[config.mk]
export PLATFORM = sky130hd
export DESIGN_NAME = bcd_binary_seq_flat
export DESIGN_NICKNAME = d
export VERILOG_FILES = /design/src/rtl/bcd_pkg.sv /design/src/rtl/bcd_binary_seq_if.sv /design/src/rtl/bcd_rshift_stage.sv /design/src/rtl/bcd_binary_seq.sv /design/src/flat_wrapper.sv
export SDC_FILE = /design/constraint.sdc
export NUM_CORES = 1
export LEC_CHECK = 0
export BUFFER_PORTS_ARGS = -buffer_cell sky130_fd_sc_hd__buf_4
export CAP_MARGIN = 20
export CORE_ASPECT_RATIO = 0.6
export CORE_MARGIN = 2
export CORE_UTILIZATION = 45
export DETAILED_ROUTE_END_ITERATION = 10
export PLACE_DENSITY = 0.61
export SLEW_MARGIN = 40
export SYNTH_ARGS = -nofsm -noshare
export SYNTH_HDL_FRONTEND = slang
export SYNTH_SLANG_ARGS = --single-unit
[constraint.sdc]
create_clock -name clk -period 2.54 [get_ports clk]
set_clock_uncertainty 0.2 [all_clocks]
set_input_delay 0.254 -clock clk [delete_from_list [all_inputs] [get_ports clk]]
set_output_delay 0.254 -clock clk [all_outputs]
set_load 0.02 [all_outputs]
[src/rtl/bcd_pkg.sv]
// Shared types and defaults for the sequential BCD-to-binary converter.
// Holds the FSM state encoding and the per-nibble reverse double-dabble correction.
package bcd_pkg;

    typedef enum logic [1:0] {
        IDLE,
        SHIFT,
        DONE
    } state_t;

    localparam int BCD_DIGITS = 7;
    localparam int BCD_BIN_W  = 24;

    // A nibble that lands on 8..15 after the right shift carried a decimal
    // "ten" down into it; subtracting 3 restores a valid BCD digit.
    function automatic logic [3:0] nib_corr(input logic [3:0] v);
        return (v >= 4'd8) ? v - 4'd3 : v;
    endfunction

endpackage

[src/rtl/bcd_binary_seq_if.sv]
// Request/result bundle of the BCD-to-binary converter.
// The master issues start/bcd; the slave (converter) returns bin and status.
interface bcd_binary_seq_if
    import bcd_pkg::*;
#(
    parameter int BUS_BCD = 4 * BCD_DIGITS,
    parameter int BUS_BIN = BCD_BIN_W
);
    logic               start;
    logic [BUS_BCD-1:0] bcd;
    logic [BUS_BIN-1:0] bin;
    logic               busy;
    logic               done;
    logic               ovf;
    logic               err;

    modport master (output start, bcd, input bin, busy, done, ovf, err);
    modport slave  (input start, bcd, output bin, busy, done, ovf, err);
endinterface

[src/rtl/bcd_rshift_stage.sv]
// One reverse double-dabble step: shift {bcd_field, bin_field} right by one,
// then correct every BCD nibble in parallel.
module bcd_rshift_stage
    import bcd_pkg::*;
#(
    parameter int DIGITS  = BCD_DIGITS,
    parameter int BUS_BIN = BCD_BIN_W
) (
    input  logic [4*DIGITS+BUS_BIN-1:0] sr_in,
    output logic [4*DIGITS+BUS_BIN-1:0] sr_out
);
    logic [4*DIGITS+BUS_BIN-1:0] shifted;

    // NOTE: combinational logic uses blocking assignments and gives every
    // output a full default first, so no latch can be inferred.
    always_comb begin
        shifted = sr_in >> 1;
        sr_out  = shifted;
        for (int i = 0; i < DIGITS; i++) begin
            sr_out[BUS_BIN+4*i +: 4] = nib_corr(shifted[BUS_BIN+4*i +: 4]);
        end
    end
endmodule

[src/rtl/bcd_binary_seq.sv]
// Sequential BCD-to-binary converter, one reverse double-dabble step per cycle.
// Define BCD_DIGIT_CHECK_EN to reject operands containing a digit above 9.
module bcd_binary_seq
    import bcd_pkg::*;
#(
    parameter int DIGITS  = BCD_DIGITS,
    parameter int BUS_BCD = 4 * DIGITS,
    parameter int BUS_BIN = BCD_BIN_W
) (
    input  logic             clk,
    input  logic             rst_n,
    bcd_binary_seq_if.slave  bus
);
    localparam int                SR_W     = BUS_BCD + BUS_BIN;
    localparam int                CNT_W    = $clog2(BUS_BIN + 1);
    localparam logic [CNT_W-1:0]  CNT_INIT = CNT_W'(BUS_BIN);
    localparam logic [CNT_W-1:0]  CNT_LAST = CNT_W'(1);

    state_t            state;
    logic [SR_W-1:0]   sr;
    logic [SR_W-1:0]   sr_nxt;
    logic [CNT_W-1:0]  cnt;
    logic              digit_bad;

    bcd_rshift_stage #(
        .DIGITS  (DIGITS),
        .BUS_BIN (BUS_BIN)
    ) u_stage (
        .sr_in  (sr),
        .sr_out (sr_nxt)
    );

`ifdef BCD_DIGIT_CHECK_EN
    always_comb begin
        digit_bad = 1'b0;
        for (int i = 0; i < DIGITS; i++) begin
            if (bus.bcd[4*i +: 4] > 4'd9) digit_bad = 1'b1;
        end
    end
`else
    assign digit_bad = 1'b0;
`endif

    // NOTE: all state is updated with non-blocking assignments so every
    // register samples pre-edge values, independent of statement order.
    always_ff @(posedge clk or negedge rst_n) begin
        if (!rst_n) begin
            state    <= IDLE;
            sr       <= '0;
            cnt      <= '0;
            bus.bin  <= '0;
            bus.busy <= 1'b0;
            bus.done <= 1'b0;
            bus.ovf  <= 1'b0;
            bus.err  <= 1'b0;
        end else begin
            case (state)
                IDLE: begin
                    if (bus.start) begin
                        if (digit_bad) begin
                            // Rejected operand: report immediately, no shifting.
                            state    <= DONE;
                            bus.done <= 1'b1;
                            bus.bin  <= '0;
                            bus.ovf  <= 1'b0;
                            bus.err  <= 1'b1;
                        end else begin
                            state    <= SHIFT;
                            sr       <= {bus.bcd, {BUS_BIN{1'b0}}};
                            cnt      <= CNT_INIT;
                            bus.busy <= 1'b1;
                        end
                    end
                end
                SHIFT: begin
                    sr  <= sr_nxt;
                    cnt <= cnt - 1'b1;
                    if (cnt == CNT_LAST) begin
                        // Residual decimal value after the final shift means
                        // the result does not fit in BUS_BIN bits.
                        state    <= DONE;
                        bus.busy <= 1'b0;
                        bus.done <= 1'b1;
                        bus.bin  <= sr_nxt[BUS_BIN-1:0];
                        bus.ovf  <= |sr_nxt[SR_W-1:BUS_BIN];
                        bus.err  <= 1'b0;
                    end
                end
                DONE: begin
                    bus.done <= 1'b0;
                    state    <= IDLE;
                end
                default: state <= IDLE;
            endcase
        end
    end
endmodule

[src/flat_wrapper.sv]
// flat-port wrapper written by rule: the top's interface ports become plain ports
module bcd_binary_seq_flat import bcd_pkg::*;
#(
    parameter int DIGITS  = BCD_DIGITS,
    parameter int BUS_BCD = 4 * DIGITS,
    parameter int BUS_BIN = BCD_BIN_W
)
  (clk, rst_n, bus_start, bus_bcd, bus_bin, bus_busy, bus_done, bus_ovf, bus_err);
  bcd_binary_seq_if #(.BUS_BCD(BUS_BCD), .BUS_BIN(BUS_BIN)) bus_i ();
  input  logic clk;
  input  logic rst_n;
  input wire logic [$bits(bus_i.start)-1:0] bus_start;
  input wire logic [$bits(bus_i.bcd)-1:0] bus_bcd;
  output wire logic [$bits(bus_i.bin)-1:0] bus_bin;
  output wire logic [$bits(bus_i.busy)-1:0] bus_busy;
  output wire logic [$bits(bus_i.done)-1:0] bus_done;
  output wire logic [$bits(bus_i.ovf)-1:0] bus_ovf;
  output wire logic [$bits(bus_i.err)-1:0] bus_err;
  assign bus_i.start = bus_start;
  assign bus_i.bcd = bus_bcd;
  assign bus_bin = bus_i.bin;
  assign bus_busy = bus_i.busy;
  assign bus_done = bus_i.done;
  assign bus_ovf = bus_i.ovf;
  assign bus_err = bus_i.err;
  bcd_binary_seq #(.DIGITS(DIGITS), .BUS_BCD(BUS_BCD), .BUS_BIN(BUS_BIN)) u_core (.clk(clk), .rst_n(rst_n), .bus(bus_i));
endmodule
* After elaboration in Yosys (flattened, before gate mapping) *
Cells that the tools add are included.

operators by class
  equal/unequal tests = 5
  order comparisons = 7
  mux-type cells = 19
  add/subtract/negate cells = 8
  reduce and logical (&&, ||, !) cells = 9

operators by type and width
  kind                 count
  $pmux 52 s2          1
  $mux 52              1
  $mux 4               7
  $reduce_or 28->1     1
  $ge 4x4->1 const B   6
  $sub 4x2->4 const B  6
  $pmux 5 s2           1
  $reduce_and 2->1     4
  $eq 5x1->1 const B   1
  $mux 5               1
  $sub 5x1->5 const B  1
  $ge 3x4->1 const B   1
  $mux 2               2
  $pmux 1 s2           2
  $pmux 2 s2           1
  $reduce_bool 2->1    2
  $sub 3x2->4 const B  1
  $mux 1               3
  $reduce_and 3->1     1
  $eq 2x1->1 const B   1
  $eq 2x2->1 const B   1
  $logic_not 2->1      1
  $ne 2x1->1 const B   1
  $ne 2x2->1 const B   1

storage, ports and cells
  input bits = 31
  output and inout port bits = 28
  register bits = 86

* Longest topological paths before layout *
Gate-level depths: netlist of the first run.

  depth in word-level cells = 3
  depth in mapped cells = 7
  gate-level depth less buffers = 6

* By module *
A second synthesis of the first run with hierarchy kept.

unflattened totals
  cell total of the unflattened synthesis = 410
  area total of the unflattened synthesis = 4460.5 um^2

by module, submodules not included
  module            times used  sequential area each (um^2)  area each (um^2)  cells an instance
  bcd_binary_seq    1           2152.1                       3788.6            315
  bcd_rshift_stage  1           0.0                          671.9             95

* Least setup slack after synthesis of the first run *
Ideal clock, no wire load.

  path type = reg2reg
  from = register u_core.sr[33]
  to = register u_core.bus.ovf
  required time = 2.201 ns
  arrival = 1.328 ns
  slack = 0.873 ns
  period minus slack after synthesis = 1.667 ns
  path buffers = 0
  stages on the path, launching flop included = 7
  path through = dfrtp_1 inv_1 ha_1 and4b_1 o22ai_1 nor4_1 a32oi_1

between the ends
  cells in the longest elaborated chain, start to end = 3

RTL lines
  element                                    line                     text
  start, declared                            bcd_binary_seq.sv:20     logic [SR_W-1:0] sr;
  start signal, assigned                     bcd_binary_seq.sv:69     sr <= {bus.bcd, {BUS_BIN{1'b0}}};
  start signal, assigned                     bcd_binary_seq.sv:76     sr <= sr_nxt;
  $sub 4x2->4 or $ge 4x4->1 (tied branches)  bcd_pkg.sv:17            return (v >= 4'd8) ? v - 4'd3 : v;
  $mux 4 *                                   bcd_pkg.sv:17
  $reduce_or 28->1 *                         bcd_binary_seq.sv:85     bus.ovf <= |sr_nxt[SR_W-1:BUS_BIN];
  end signal, assigned                       bcd_binary_seq.sv:85
  end, declared                              bcd_binary_seq_if.sv:18  modport slave (input start, bcd, output bin, busy, done, ovf, err);

Every way passes the cells marked *; elsewhere a longest branch is shown, timed or not.
A chain may end at the register's enable or synchronous reset.

* Worst setup path in the final report of the first run *
  from = register u_core.sr[38]
  to = register u_core.bus.ovf

Same word-level chain as after synthesis.

==> summary.txt, run 1 <==
Global routing
  • First-pass GRT wire length: 15860 um
  • Initial antenna violation count: 0
  • Overall Global Routing Usage: 20.71%
  • Via count of the first global-routing pass: 3089
  • Pin count of the biggest net entering global routing: 50
  • GR Overflow Total: 0

Logic synthesis
  • Mean instance size in the synthesized netlist: 9.418 sq um
  • Most frequent cells after synthesis: sky130_fd_sc_hd__nand2_1 (130), sky130_fd_sc_hd__dfrtp_1 (85), sky130_fd_sc_hd__nor2_1 (30)
  • Post-synth EDFFs: 0
  • Synthesis-stage register bit count: 85
  • Cell count after synthesis: 427
  • Synth area leader: sky130_fd_sc_hd__dfrtp_1
  • Fraction of synthesis flops using an asynchronous set or reset pin: 100.0%
  • Area share of the leading cell type in the synthesized netlist: 52.89%
  • Ys flop type: sky130_fd_sc_hd__dfrtp_1
  • Post-Synthesis Cell Area: 4021 sq um
  • Top cells by area, synth: sky130_fd_sc_hd__dfrtp_1 (53%), sky130_fd_sc_hd__nand2_1 (12%), sky130_fd_sc_hd__a22o_1 (5.0%)
  • Number of warnings reported in the yosys synthesis log: 0
  • Synthesized net count: 472
  • Unique cell type count in the Yosys netlist: 33
  • Most instantiated library cell after synthesis: sky130_fd_sc_hd__nand2_1
  • Part of the Yosys area used for sequential elements: 52.89%

Detailed routing
  • Routed length on met3: 513 um
  • Wire length per cell after detailed routing: 15.00 um
  • Vias per cell: 5.156
  • Drt drc: 0
  • Total length of routed met2 wires: 3725 um
  • Highest metal used: met4
  • DRT iter0 DRCs: 203
  • Routed via count: 3181
  • Drt pass-1 iters: 5
  • M1 wire length: 4966 um
  • Count of nets left with antenna violations after detail routing: 0
  • Overall routed net length: 9254 um

Placed design
  • HPWL after detailed placement: 6139 um
  • Number of cells after detailed placement: 574
  • Number of buffers added on ports: 57
  • Global placement routability congestion: 0.8610

Power
  • Ratio of total power to cell area: 1284 nW/um^2
  • Max IR drop VDD: 0.0005170 V
  • Switching share of power: 38.41%
  • Internal Power: 4.029 mW
  • Sequential fraction of design power: 39.2%
  • Overall Power: 6.541 mW
  • Clock share of power: 21.0%
  • Logic pwr share: 39.8%
  • P_sw: 2.513 mW
  • Leakage power summed over all cells: 2.549 nW

STA
  • Sum of negative setup slack: 0 ns
  • Setup violation total in the final timing report: 0
  • Slew at the pin with the worst max-slew slack: 0.6227 ns
  • Hold Vio Cnt, Final: 0
  • Max Slew Vio Count: 0
  • Clock period minus final worst setup slack: 1.940 ns
  • Maximum achievable frequency: 515.5 MHz
  • Final critical-path share of the clock period: 76.38%
  • Relative slew margins: 58.39%
  • Worst Hold Margin: 0.009275 ns
  • Setup repair after global routing missed its margin: no

Critical path
  • Crit-path max FO: 5
  • Worst Path Required: 2.53 ns
  • Endpoint of the most critical register-to-register path: u_core.bus.ovf
  • Crit-path slowest cell: sky130_fd_sc_hd__nor4_1
  • Worst reg2reg startpoint: u_core.sr[38]
  • Worst reg2reg path depth: 4
  • Endpoint class of the critical path: flip-flop
  • Register-to-Register Setup Slack: 0.60 ns
  • WS Path Type: reg2reg
  • Largest incremental delay on the critical path: 0.49 ns
  • Cell-by-cell trace of the critical path: nor4_1, nand4_1, nor4_1, a32oi_1
  • Kind of start point of the critical path: flip-flop
  • Critical path's most frequent cell: sky130_fd_sc_hd__nor4_1
  • Critical Path AT: 1.93 ns

Floorplanning
  • Effective utilization at floorplan: 46.82%
  • Die area: 9733 sq um
  • Top-Level Pins: 59
  • Die span in x: 126.0 um
  • Area of the core region: 8588 sq um
  • Y dimension of the die: 77.23 um
  • Number of core rows: 26

CTS
  • Number of CTS-inserted buffers: 9
  • Post-CTS repair timing setup buffer count: 0
  • Buffers from clock root to sink, at most: 2
  • Clock tree from TritonCTS: done
  • Clock transition at the register clock pins on the worst setup and hold paths after CTS: 0.06 ns
  • Clock sinks: 85
  • Cts repair resizes: 0
  • Root buffer cell: sky130_fd_sc_hd__clkbuf_16
  • Insertion delay of the later-clocked pin in the worst-skew pair: 0.33 ns
  • CTS H-Tree Depth: 3

Cells and area
  • Final nets: 545
  • Relative area change from synthesis to final layout: 26.66%
  • Fin cells: 617
  • Post-layout utilization of the core: 59.31%
  • Antenna Diode Count: 0
  • Layout cells sized above 1: 16.24%

Hold path
  • Hold Crit Endpoint: u_core.sr[26]
  • Worst hold-check path type: in2reg
  • Hold Crit Depth: 3
  • Worst min-delay path startpoint: bus_bcd[2]

Run status
  • Result of the run: complete, no violations

Run
  • Total of max-cap violations: 0
-- per-stage QoR --
stage	instance area [sq um]	setup WS (ns)
final	5094	0.6000
after global routing	5094	0.4821
after CTS	5094	0.6334
after detailed placement	4514	0.6487
after global placement	4514	0.7664
after floorplan	4021	0.8732
-- critical path, delay by kind of cell, from the launching register on --
kind | cells | cell delay [ns]
simple gates | 3 | 1.01
compound gates | 1 | 0.16
flops | 1 | 0.43
-- kinds of logic (layout without fill, tap and decap cells) --
| kind of cell | after synthesis | in the layout | share of synthesized area, % |
|---|---|---|---|
| XOR/XNOR | 14 | 14 | 3.049 |
| AO/OA/AOI/OAI | 77 | 77 | 13.94 |
| other | 1 | 1 | 0.09325 |
| buffers and inverters | 46 | 124 | 5.320 |
| adder cells (fa/ha/maj) | 14 | 14 | 4.356 |
| flip-flops | 85 | 85 | 52.89 |
| AND/OR/NAND/NOR | 190 | 190 | 20.35 |
-- layout make-up --
cell class,instances,area [sq um]
Fill cell,792,3495
Sequential cell,85,2127
Multi-Input combinational cell,296,1690
Timing Repair Buffer,91,763.2
Clock buffer,12,236.5
Tap cell,112,140.1
Clock inverter,4,72.57
Inverter,17,63.81
-- state kept, by name, indices dropped and copies added, names as in the netlist --
register	flops
u_core.sr	51
u_core.bus.bin	24
u_core.cnt	5
u_core.state	2
u_core.bus.busy	1
u_core.bus.done	1
u_core.bus.ovf	1
-- worst max-delay path by stage --
| stage | from | endpoint | slack, ns | cells after the start |
|---|---|---|---|---|
| finish | u_core.sr[38] | u_core.bus.ovf | 0.60 | 4 |
| global route | u_core.sr[38] | u_core.bus.ovf | 0.48 | 4 |
| CTS | u_core.sr[38] | u_core.bus.ovf | 0.63 | 4 |
| detailed placement | u_core.sr[38] | u_core.bus.ovf | 0.65 | 4 |
| global placement | u_core.state[1] | u_core.sr[35] | 0.77 | 4 |
| floorplan | u_core.sr[33] | u_core.bus.ovf | 0.87 | 6 |
-- metal layers --
layer  GRT usage, %  up-vias
met1          31.88     1532
met3          7.397        5
li1               -     1573
met4          3.736        0
met5              0        -
met2          28.01       71
-- power groups by stage --
stage | clock network (mW) | registers [mW] | logic, mW
6_report | 1.38 | 2.56 | 2.60
5_1_grt | 1.49 | 2.66 | 2.93
4_1_cts | 1.41 | 2.55 | 2.63
3_5_place_dp | 0 | 2.56 | 2.58
3_3_place_gp | 0 | 2.55 | 2.52
2_1_floorplan | 0 | 2.55 | 1.79
-- placed cells by master (no fill, tap or decap), types with 2 or more instances in the layout --
cell and count:
sky130_fd_sc_hd__inv_1 16, sky130_fd_sc_hd__dlygate4sd3_1 27, sky130_fd_sc_hd__buf_4 63, sky130_fd_sc_hd__nor3_1 5, sky130_fd_sc_hd__nor2b_1 3, sky130_fd_sc_hd__and4b_1 2
sky130_fd_sc_hd__nor4_1 3, sky130_fd_sc_hd__bufinv_16 2, sky130_fd_sc_hd__nor2_1 30, sky130_fd_sc_hd__a311oi_1 5, sky130_fd_sc_hd__clkbuf_1 3, sky130_fd_sc_hd__a21oi_1 4
sky130_fd_sc_hd__ha_1 14, sky130_fd_sc_hd__a31oi_1 23, sky130_fd_sc_hd__o21ai_0 9, sky130_fd_sc_hd__a22o_1 23, sky130_fd_sc_hd__clkbuf_16 9, sky130_fd_sc_hd__o211a_1 6
sky130_fd_sc_hd__nand2_1 130, sky130_fd_sc_hd__o22ai_1 6, sky130_fd_sc_hd__nand4b_1 3, sky130_fd_sc_hd__dfrtp_1 85, sky130_fd_sc_hd__nand2b_1 7, sky130_fd_sc_hd__xor2_1 8
sky130_fd_sc_hd__xnor2_1 6
-- timing repair --
| item | in CTS | in global routing |
|---|---|---|
| hold buffers | 27 | 0 |
| endpoints found under the setup margin | 0 | 0 |
| hold endpoints to repair | 62 | 0 |
No activity file was read; power rests on OpenSTA's default activity.
==> inputs of run 2 (changes only) <==
PLACE_DENSITY = 0.64   (was 0.61)
clock period = 1.7 ns   (was 2.54 ns; I/O delays follow)
==> run 2 against run 1 <==
Compared with the run above: flip-flop and latch count unchanged; first-iteration DRC count increased by 24%; wire length increased by 4.2%; clock power increased by 46%; power increased by 56%; maximum frequency increased by 15%; setup slack got worse by 0.59 ns; sequential power increased by 42%.
==> summary.txt, run 2 (synthesis results as in run 1) <==
Critical path
  • Crit-path slowest cell: sky130_fd_sc_hd__dfrtp_1 (was sky130_fd_sc_hd__nor4_1)
  • Critical path's top delay family: simple AND/OR/NAND/NOR gates (unchanged)
  • Kind of start point of the critical path: flip-flop (unchanged)
  • Largest incremental delay on the critical path: 0.38 ns (was 0.49 ns)
  • Worst reg2reg startpoint: u_core.sr[42] (was u_core.sr[38])
  • Worst reg2reg path depth: 6 (was 4)
  • Worst Path Required: 1.71 ns (was 2.53 ns)
  • Crit-path max FO: 2 (was 5)
  • Endpoint class of the critical path: flip-flop (unchanged)
  • Critical Path AT: 1.69 ns (was 1.93 ns)
  • WS Path Type: reg2reg (unchanged)
  • Critical path buffer and inverter count: 1 (was 0)
  • Register-to-Register Setup Slack: 0.01 ns (was 0.60 ns)
  • Endpoint of the most critical register-to-register path: u_core.bus.ovf (unchanged)
  • Cell-by-cell trace of the critical path: inv_1, ha_1, and4b_1, o22ai_1, nor4_1, a32oi_1 (was nor4_1, nand4_1, nor4_1, a32oi_1)

Cells and area
  • Number of filler cells placed in the layout: 747 (was 792)
  • Layout cells sized above 1: 21.95% (was 16.24%)
  • Flip-flop count of the largest register after layout: 51 (unchanged)
  • Register name with the most flops: u_core.sr (unchanged)
  • Leading cell types in the layout, fill and taps excluded: sky130_fd_sc_hd__nand2_1 (130), sky130_fd_sc_hd__buf_4 (86), sky130_fd_sc_hd__dfrtp_1 (84) (was sky130_fd_sc_hd__nand2_1 (130), sky130_fd_sc_hd__dfrtp_1 (85), sky130_fd_sc_hd__buf_4 (63))
  • Leading registers by flop count: u_core.sr x51, u_core.bus.bin x24, u_core.cnt x5 (unchanged)
  • Fin cells: 645 (was 617)
  • Relative area change from synthesis to final layout: 33.26% (was 26.66%)
  • Final nets: 573 (was 545)
  • Most frequent standard cell in the layout excluding fill and tap cells: sky130_fd_sc_hd__nand2_1 (unchanged)
  • Antenna Diode Count: 0 (unchanged)

Floorplanning
  • Top-Level Pins: 59 (unchanged)
  • Die span in x: 126.0 um (unchanged)
  • Effective utilization at floorplan: 46.82% (unchanged)
  • Die area: 9733 sq um (unchanged)
  • Y dimension of the die: 77.23 um (unchanged)
  • Number of core rows: 26 (unchanged)
  • Area of the core region: 8588 sq um (unchanged)

Global routing
  • GR Overflow Total: 0 (unchanged)
  • Via count of the first global-routing pass: 3259 (was 3089)
  • Pin count of the biggest net entering global routing: 33 (was 50)
  • Routing usage on met1: 30.50% (was 31.88%)
  • Global-route met3 utilization: 5.932% (was 7.397%)
  • Routing usage on met2: 30.38% (was 28.01%)
  • Overall Global Routing Usage: 21.06% (was 20.71%)
  • First-pass GRT wire length: 16220 um (was 15860 um)
  • Most crowded layer after global routing: met1 (unchanged)
  • Initial antenna violation count: 0 (unchanged)

STA
  • Maximum achievable frequency: 593.1 MHz (was 515.5 MHz)
  • Setup violation total in the final timing report: 0 (unchanged)
  • Hold Vio Cnt, Final: 0 (unchanged)
  • Clock period minus final worst setup slack: 1.686 ns (was 1.940 ns)
  • Max Slew Vio Count: 0 (unchanged)
  • Final critical-path share of the clock period: 99.17% (was 76.38%)
  • Relative slew margins: 60.21% (was 58.39%)
  • Slew at the pin with the worst max-slew slack: 0.5962 ns (was 0.6227 ns)
  • Setup repair after global routing missed its margin: yes (was no)

Placed design
  • Global placement routability congestion: 0.8262 (was 0.8610)
  • Number of cells after detailed placement: 598 (was 574)
  • HPWL after detailed placement: 6342 um (was 6139 um)
  • Number of buffers added on ports: 57 (unchanged)

Run
  • Total of max-cap violations: 0 (unchanged)

Hold path
  • Worst hold-check path type: in2async (was in2reg)

CTS
  • Root buffer cell: sky130_fd_sc_hd__clkbuf_16 (unchanged)
  • Clock tree from TritonCTS: done (unchanged)
  • Clock transition at the register clock pins on the worst setup and hold paths after CTS: 0.07 ns (was 0.06 ns)
  • CTS H-Tree Depth: 3 (unchanged)
  • Number of CTS-inserted buffers: 9 (unchanged)
  • Insertion delay of the later-clocked pin in the worst-skew pair: 0.34 ns (was 0.33 ns)
  • Buffers from clock root to sink, at most: 2 (unchanged)
  • Clock sinks: 85 (unchanged)

Power
  • Ratio of total power to cell area: 1905 nW/um^2 (was 1284 nW/um^2)
  • Logic pwr share: 44.6% (was 39.8%)
  • Max IR drop VDD: 0.0007586 V (was 0.0005170 V)
  • Switching share of power: 38.47% (was 38.41%)
  • Clock share of power: 19.7% (was 21.0%)
  • P_sw: 3.927 mW (was 2.513 mW)
  • Sequential fraction of design power: 35.7% (was 39.2%)
  • Internal Power: 6.281 mW (was 4.029 mW)
  • Overall Power: 10.21 mW (was 6.541 mW)
  • Leakage power summed over all cells: 2.688 nW (was 2.549 nW)

Detailed routing
  • Drt drc: 0 (unchanged)
  • Overall routed net length: 9644 um (was 9254 um)
  • Vias per cell: 5.167 (was 5.156)
  • Wire length per cell after detailed routing: 14.95 um (was 15.00 um)
  • DRT iter0 DRCs: 252 (was 203)
  • Routed via count: 3333 (was 3181)
  • Count of nets left with antenna violations after detail routing: 0 (unchanged)
  • Drt pass-1 iters: 4 (was 5)

Run status
  • Result of the run: complete, no violations (unchanged)
[run 2: cell count changes in the layout (fill, tap and decap cells not counted), sizes merged]
cell | before | now
buf | 64 | 89
clkinv | 1 | 2
inv | 17 | 18
bufinv | 2 | 1
nor2 | 31 | 32
clkinvlp | 1 | 2
clkbuf | 12 | 10
dlygate4sd3 | 27 | 29
[run 2: layout make-up]
class | instances | area, sq um | area share, %
Clock inverter | 6 | 71.32 | 1.331
Inverter | 17 | 63.81 | 1.191
Timing Repair Buffer | 118 | 996.0 | 18.59
Tap cell | 112 | 140.1 | 2.615
Multi-Input combinational cell | 297 | 1720 | 32.10
Sequential cell | 85 | 2128 | 39.72
Clock buffer | 10 | 239.0 | 4.459
[run 2: power by group through the flow]
stage | clock network [mW] | logic, mW | registers, mW
finish | 2.01 | 4.55 | 3.64
CTS | 2.06 | 4.52 | 3.62
global route | 2.13 | 5.11 | 3.76
global placement | 0 | 4.31 | 3.62
detailed placement | 0 | 4.44 | 3.64
floorplan | 0 | 2.68 | 3.81
[run 2: layer usage]
layer	up-vias	routed length, um
met3	4	546
met1	1598	4705
met5	-	0
met4	0	55
li1	1639	-
met2	92	4337
[run 2: worst max-delay path by stage]
stage          cells after the start           from             end  slack [ns]
5_1_grt                            6  u_core.sr[33]  u_core.bus.ovf       -0.06
4_1_cts                            6  u_core.sr[34]  u_core.bus.ovf        0.04
6_report                           6  u_core.sr[42]  u_core.bus.ovf        0.01
2_1_floorplan                      6  u_core.sr[33]  u_core.bus.ovf        0.03
3_3_place_gp                       6  u_core.sr[29]  u_core.bus.ovf        0.06
3_5_place_dp                       6  u_core.sr[29]  u_core.bus.ovf       -0.02
[run 2: what timing repair did]
item	in CTS	in global routing
pin swaps	0	6
endpoints found under the setup margin	1	9
endpoints found under the hold margin	113	0
gates cloned	0	1
resized for setup	1	9
setup buffers	0	1
hold buffers	29	0
[run 2: metrics by stage]
step	hold slack, ns	util (%)	setup TNS (ns)	instance area, sq um	setup WS, ns
floorplan	-0.3256	-	0	4021	0.03318
global placement	-0.05584	54.95	0	4720	0.06399
detailed placement	-0.05309	54.95	-0.02492	4720	-0.02492
CTS	0.1256	61.95	0	5320	0.04235
global route	0.1868	62.40	-0.06334	5359	-0.06334
finish	0.1518	62.40	0	5359	0.01408
==> inputs of run 3 (changes only) <==
CORE_UTILIZATION = 44   (was 45)
==> run 3 against run 2 <==
Compared with the run above: the flow now finishes with violations (negative setup slack); final area up 0.14%; first-iteration DRC count up 17%; via count down 1.1%; highest routed layer unchanged; clock power down 7%; die area up 2.2%; global-route usage down 0.38 points; flip-flop and latch count unchanged; non-clock buffer count down 6; sequential power up 1%.
==> summary.txt, run 3 (synthesis results as in run 1) <==
Critical path
  • Worst reg2reg path depth: 6 (unchanged)
  • Worst reg2reg startpoint: u_core.sr[26] (was u_core.sr[42])
  • WS Path Type: reg2reg (unchanged)
  • Kind of start point of the critical path: flip-flop (unchanged)
  • Endpoint class of the critical path: flip-flop (unchanged)
  • Critical Path AT: 1.72 ns (was 1.69 ns)
  • Crit-path max FO: 5 (was 2)
  • Register-to-Register Setup Slack: -0.01 ns (was 0.01 ns)
  • Worst Path Required: 1.71 ns (about the same)
  • Endpoint of the most critical register-to-register path: u_core.bus.ovf (unchanged)

Global routing
  • First-pass GRT wire length: 16140 um (was 16220 um)
  • Pin count of the biggest net entering global routing: 31 (was 33)
  • Via count of the first global-routing pass: 3139 (was 3259)
  • Overall Global Routing Usage: 20.68% (was 21.06%)
  • Initial antenna violation count: 0 (unchanged)
  • GR Overflow Total: 0 (unchanged)

CTS
  • Buffers from clock root to sink, at most: 2 (unchanged)
  • Clock transition at the register clock pins on the worst setup and hold paths after CTS: 0.07 ns (about the same)
  • CTS H-Tree Depth: 3 (unchanged)
  • Number of CTS-inserted buffers: 9 (unchanged)
  • Clock tree from TritonCTS: done (unchanged)
  • Clock sinks: 85 (unchanged)
  • Insertion delay of the later-clocked pin in the worst-skew pair: 0.34 ns (about the same)
  • Root buffer cell: sky130_fd_sc_hd__clkbuf_16 (unchanged)

STA
  • Maximum achievable frequency: 584.3 MHz (was 593.1 MHz)
  • Relative slew margins: 59.84% (was 60.21%)
  • Slew at the pin with the worst max-slew slack: 0.6018 ns (was 0.5962 ns)
  • Setup violation total in the final timing report: 1 (was 0)
  • Final critical-path share of the clock period: 100.7% (was 99.17%)
  • Sum of negative setup slack: -0.01142 ns (was 0 ns)
  • Worst setup slack after layout: -0.01142 ns (was 0.01408 ns)
  • Setup repair after global routing missed its margin: yes (unchanged)
  • Max Slew Vio Count: 0 (unchanged)
  • Hold Vio Cnt, Final: 0 (unchanged)
  • Clock period minus final worst setup slack: 1.711 ns (was 1.686 ns)

Detailed routing
  • Drt pass-1 iters: 4 (unchanged)
  • Wire length per cell after detailed routing: 15.22 um (was 14.95 um)
  • Count of nets left with antenna violations after detail routing: 0 (unchanged)
  • Vias per cell: 5.161 (was 5.167)
  • Drt drc: 0 (unchanged)
  • Overall routed net length: 9724 um (was 9644 um)
  • DRT iter0 DRCs: 296 (was 252)
  • Routed via count: 3298 (was 3333)

Floorplanning
  • Effective utilization at floorplan: 46.30% (was 46.82%)
  • Top-Level Pins: 59 (unchanged)
  • Die area: 9945 sq um (was 9733 sq um)
  • Number of core rows: 26 (unchanged)
  • Area of the core region: 8686 sq um (was 8588 sq um)
  • Y dimension of the die: 78.05 um (was 77.23 um)
  • Die span in x: 127.4 um (was 126.0 um)

Power
  • Max IR drop VDD: 0.0007760 V (was 0.0007586 V)
  • Logic pwr share: 45.1% (was 44.6%)
  • Switching share of power: 39.47% (was 38.47%)
  • P_sw: 3.998 mW (was 3.927 mW)
  • Ratio of total power to cell area: 1888 nW/um^2 (was 1905 nW/um^2)
  • Overall Power: 10.13 mW (was 10.21 mW)
  • Sequential fraction of design power: 36.4% (was 35.7%)
  • Clock share of power: 18.5% (was 19.7%)
  • Leakage power summed over all cells: 2.644 nW (was 2.688 nW)
  • Internal Power: 6.132 mW (was 6.281 mW)

Cells and area
  • Antenna Diode Count: 0 (unchanged)
  • Cell area after layout: 5366 sq um (was 5359 sq um)
  • Most frequent standard cell in the layout excluding fill and tap cells: sky130_fd_sc_hd__nand2_1 (unchanged)
  • Final nets: 567 (was 573)
  • Layout cells sized above 1: 22.20% (was 21.95%)
  • Number of filler cells placed in the layout: 741 (was 747)
  • Register name with the most flops: u_core.sr (unchanged)
  • Flip-flop count of the largest register after layout: 51 (unchanged)
  • Sequential Area: 2130 sq um (was 2128 sq um)
  • Leading registers by flop count: u_core.sr x51, u_core.bus.bin x24, u_core.cnt x5 (unchanged)
  • Multi-input combinational cell area: 1767 sq um (was 1720 sq um)
  • Relative area change from synthesis to final layout: 33.45% (was 33.26%)
  • Post-layout utilization of the core: 61.78% (was 62.40%)
  • Leading cell types in the layout, fill and taps excluded: sky130_fd_sc_hd__nand2_1 (130), sky130_fd_sc_hd__dfrtp_1 (83), sky130_fd_sc_hd__buf_4 (76) (was sky130_fd_sc_hd__nand2_1 (130), sky130_fd_sc_hd__buf_4 (86), sky130_fd_sc_hd__dfrtp_1 (84))

Run
  • Total of max-cap violations: 0 (unchanged)

Placed design
  • Cell area after placement: 4707 sq um (was 4720 sq um)
  • HPWL after detailed placement: 6380 um (was 6342 um)
  • Number of buffers added on ports: 57 (unchanged)
  • Global placement routability congestion: 0.8457 (was 0.8262)

Hold path
  • Worst hold-check path type: in2async (unchanged)

Run status
  • Failing checks: negative setup slack
  • Result of the run: finished, violations left (was complete, no violations)
==> run 3: metal layers <==
layer	GRT usage (%)	up-vias	wire, um
met5	0	-	0
li1	-	1629	-
met3	4.499	8	439
met4	6.374	0	104
met1	31.71	1586	5032
met2	29.25	75	4148
==> run 3: power groups by stage <==
| stage | combinational, mW | clock [mW] | sequential (mW) |
|---|---|---|---|
| 5_1_grt | 5.06 | 2.01 | 3.81 |
| 3_3_place_gp | 4.28 | 0 | 3.64 |
| 6_report | 4.57 | 1.87 | 3.69 |
| 4_1_cts | 4.46 | 1.93 | 3.64 |
| 2_1_floorplan | 2.68 | 0 | 3.81 |
| 3_5_place_dp | 4.36 | 0 | 3.66 |
==> run 3: how the worst max path moves through the flow <==
stage / from / endpoint / slack [ns] / cells past startpoint
floorplan: u_core.sr[33] / u_core.bus.ovf / 0.03 / 6
global placement: u_core.sr[46] / u_core.bus.ovf / -0.03 / 5
detailed placement: u_core.sr[46] / u_core.bus.ovf / -0.07 / 5
CTS: u_core.sr[46] / u_core.bus.ovf / 0.002 / 5
global route: u_core.sr[26] / u_core.bus.ovf / -0.07 / 6
finish: u_core.sr[26] / u_core.bus.ovf / -0.01 / 6
==> run 3: stage by stage <==
| stage | std cells | hold slack (ns) | setup WS, ns |
|---|---|---|---|
| after detailed placement | 593 | -0.06092 | -0.07480 |
| after floorplan | 427 | -0.3256 | 0.03318 |
| final | 639 | 0.1197 | -0.01142 |
| after global routing | 639 | 0.1376 | -0.06866 |
| after CTS | 638 | 0.1141 | 0.001806 |
| after global placement | 593 | -0.06370 | -0.03380 |
==> run 3: area by class of cell <==
type                    count  area share [%]
flip-flops and latches     85           39.68
multi-input cells         297           32.92
repair buffers            112           18.33
clock buffers               9           4.197
well taps                 112           2.611
inverters                  17           1.189
clock inverters             7           1.073
==> run 3: timing repair <==
item                                    in CTS  in global routing
pin swaps                                    1                  7
resized for setup                            2                 15
gates cloned                                 0                  1
endpoints found under the setup margin       1                  8
hold buffers                                29                  0
hold endpoints to repair                   113                  0
setup buffers                                0                  1
==> run 3: worst max-delay path: stages, from the launching register on <==
cell and delay [ns]:
sky130_fd_sc_hd__dfrtp_1 0.44, sky130_fd_sc_hd__inv_1 0.08, sky130_fd_sc_hd__ha_1 0.29, sky130_fd_sc_hd__nand4b_1 0.17, sky130_fd_sc_hd__o21ai_0 0.10, sky130_fd_sc_hd__and3_1 0.20, sky130_fd_sc_hd__a32oi_1 0.10
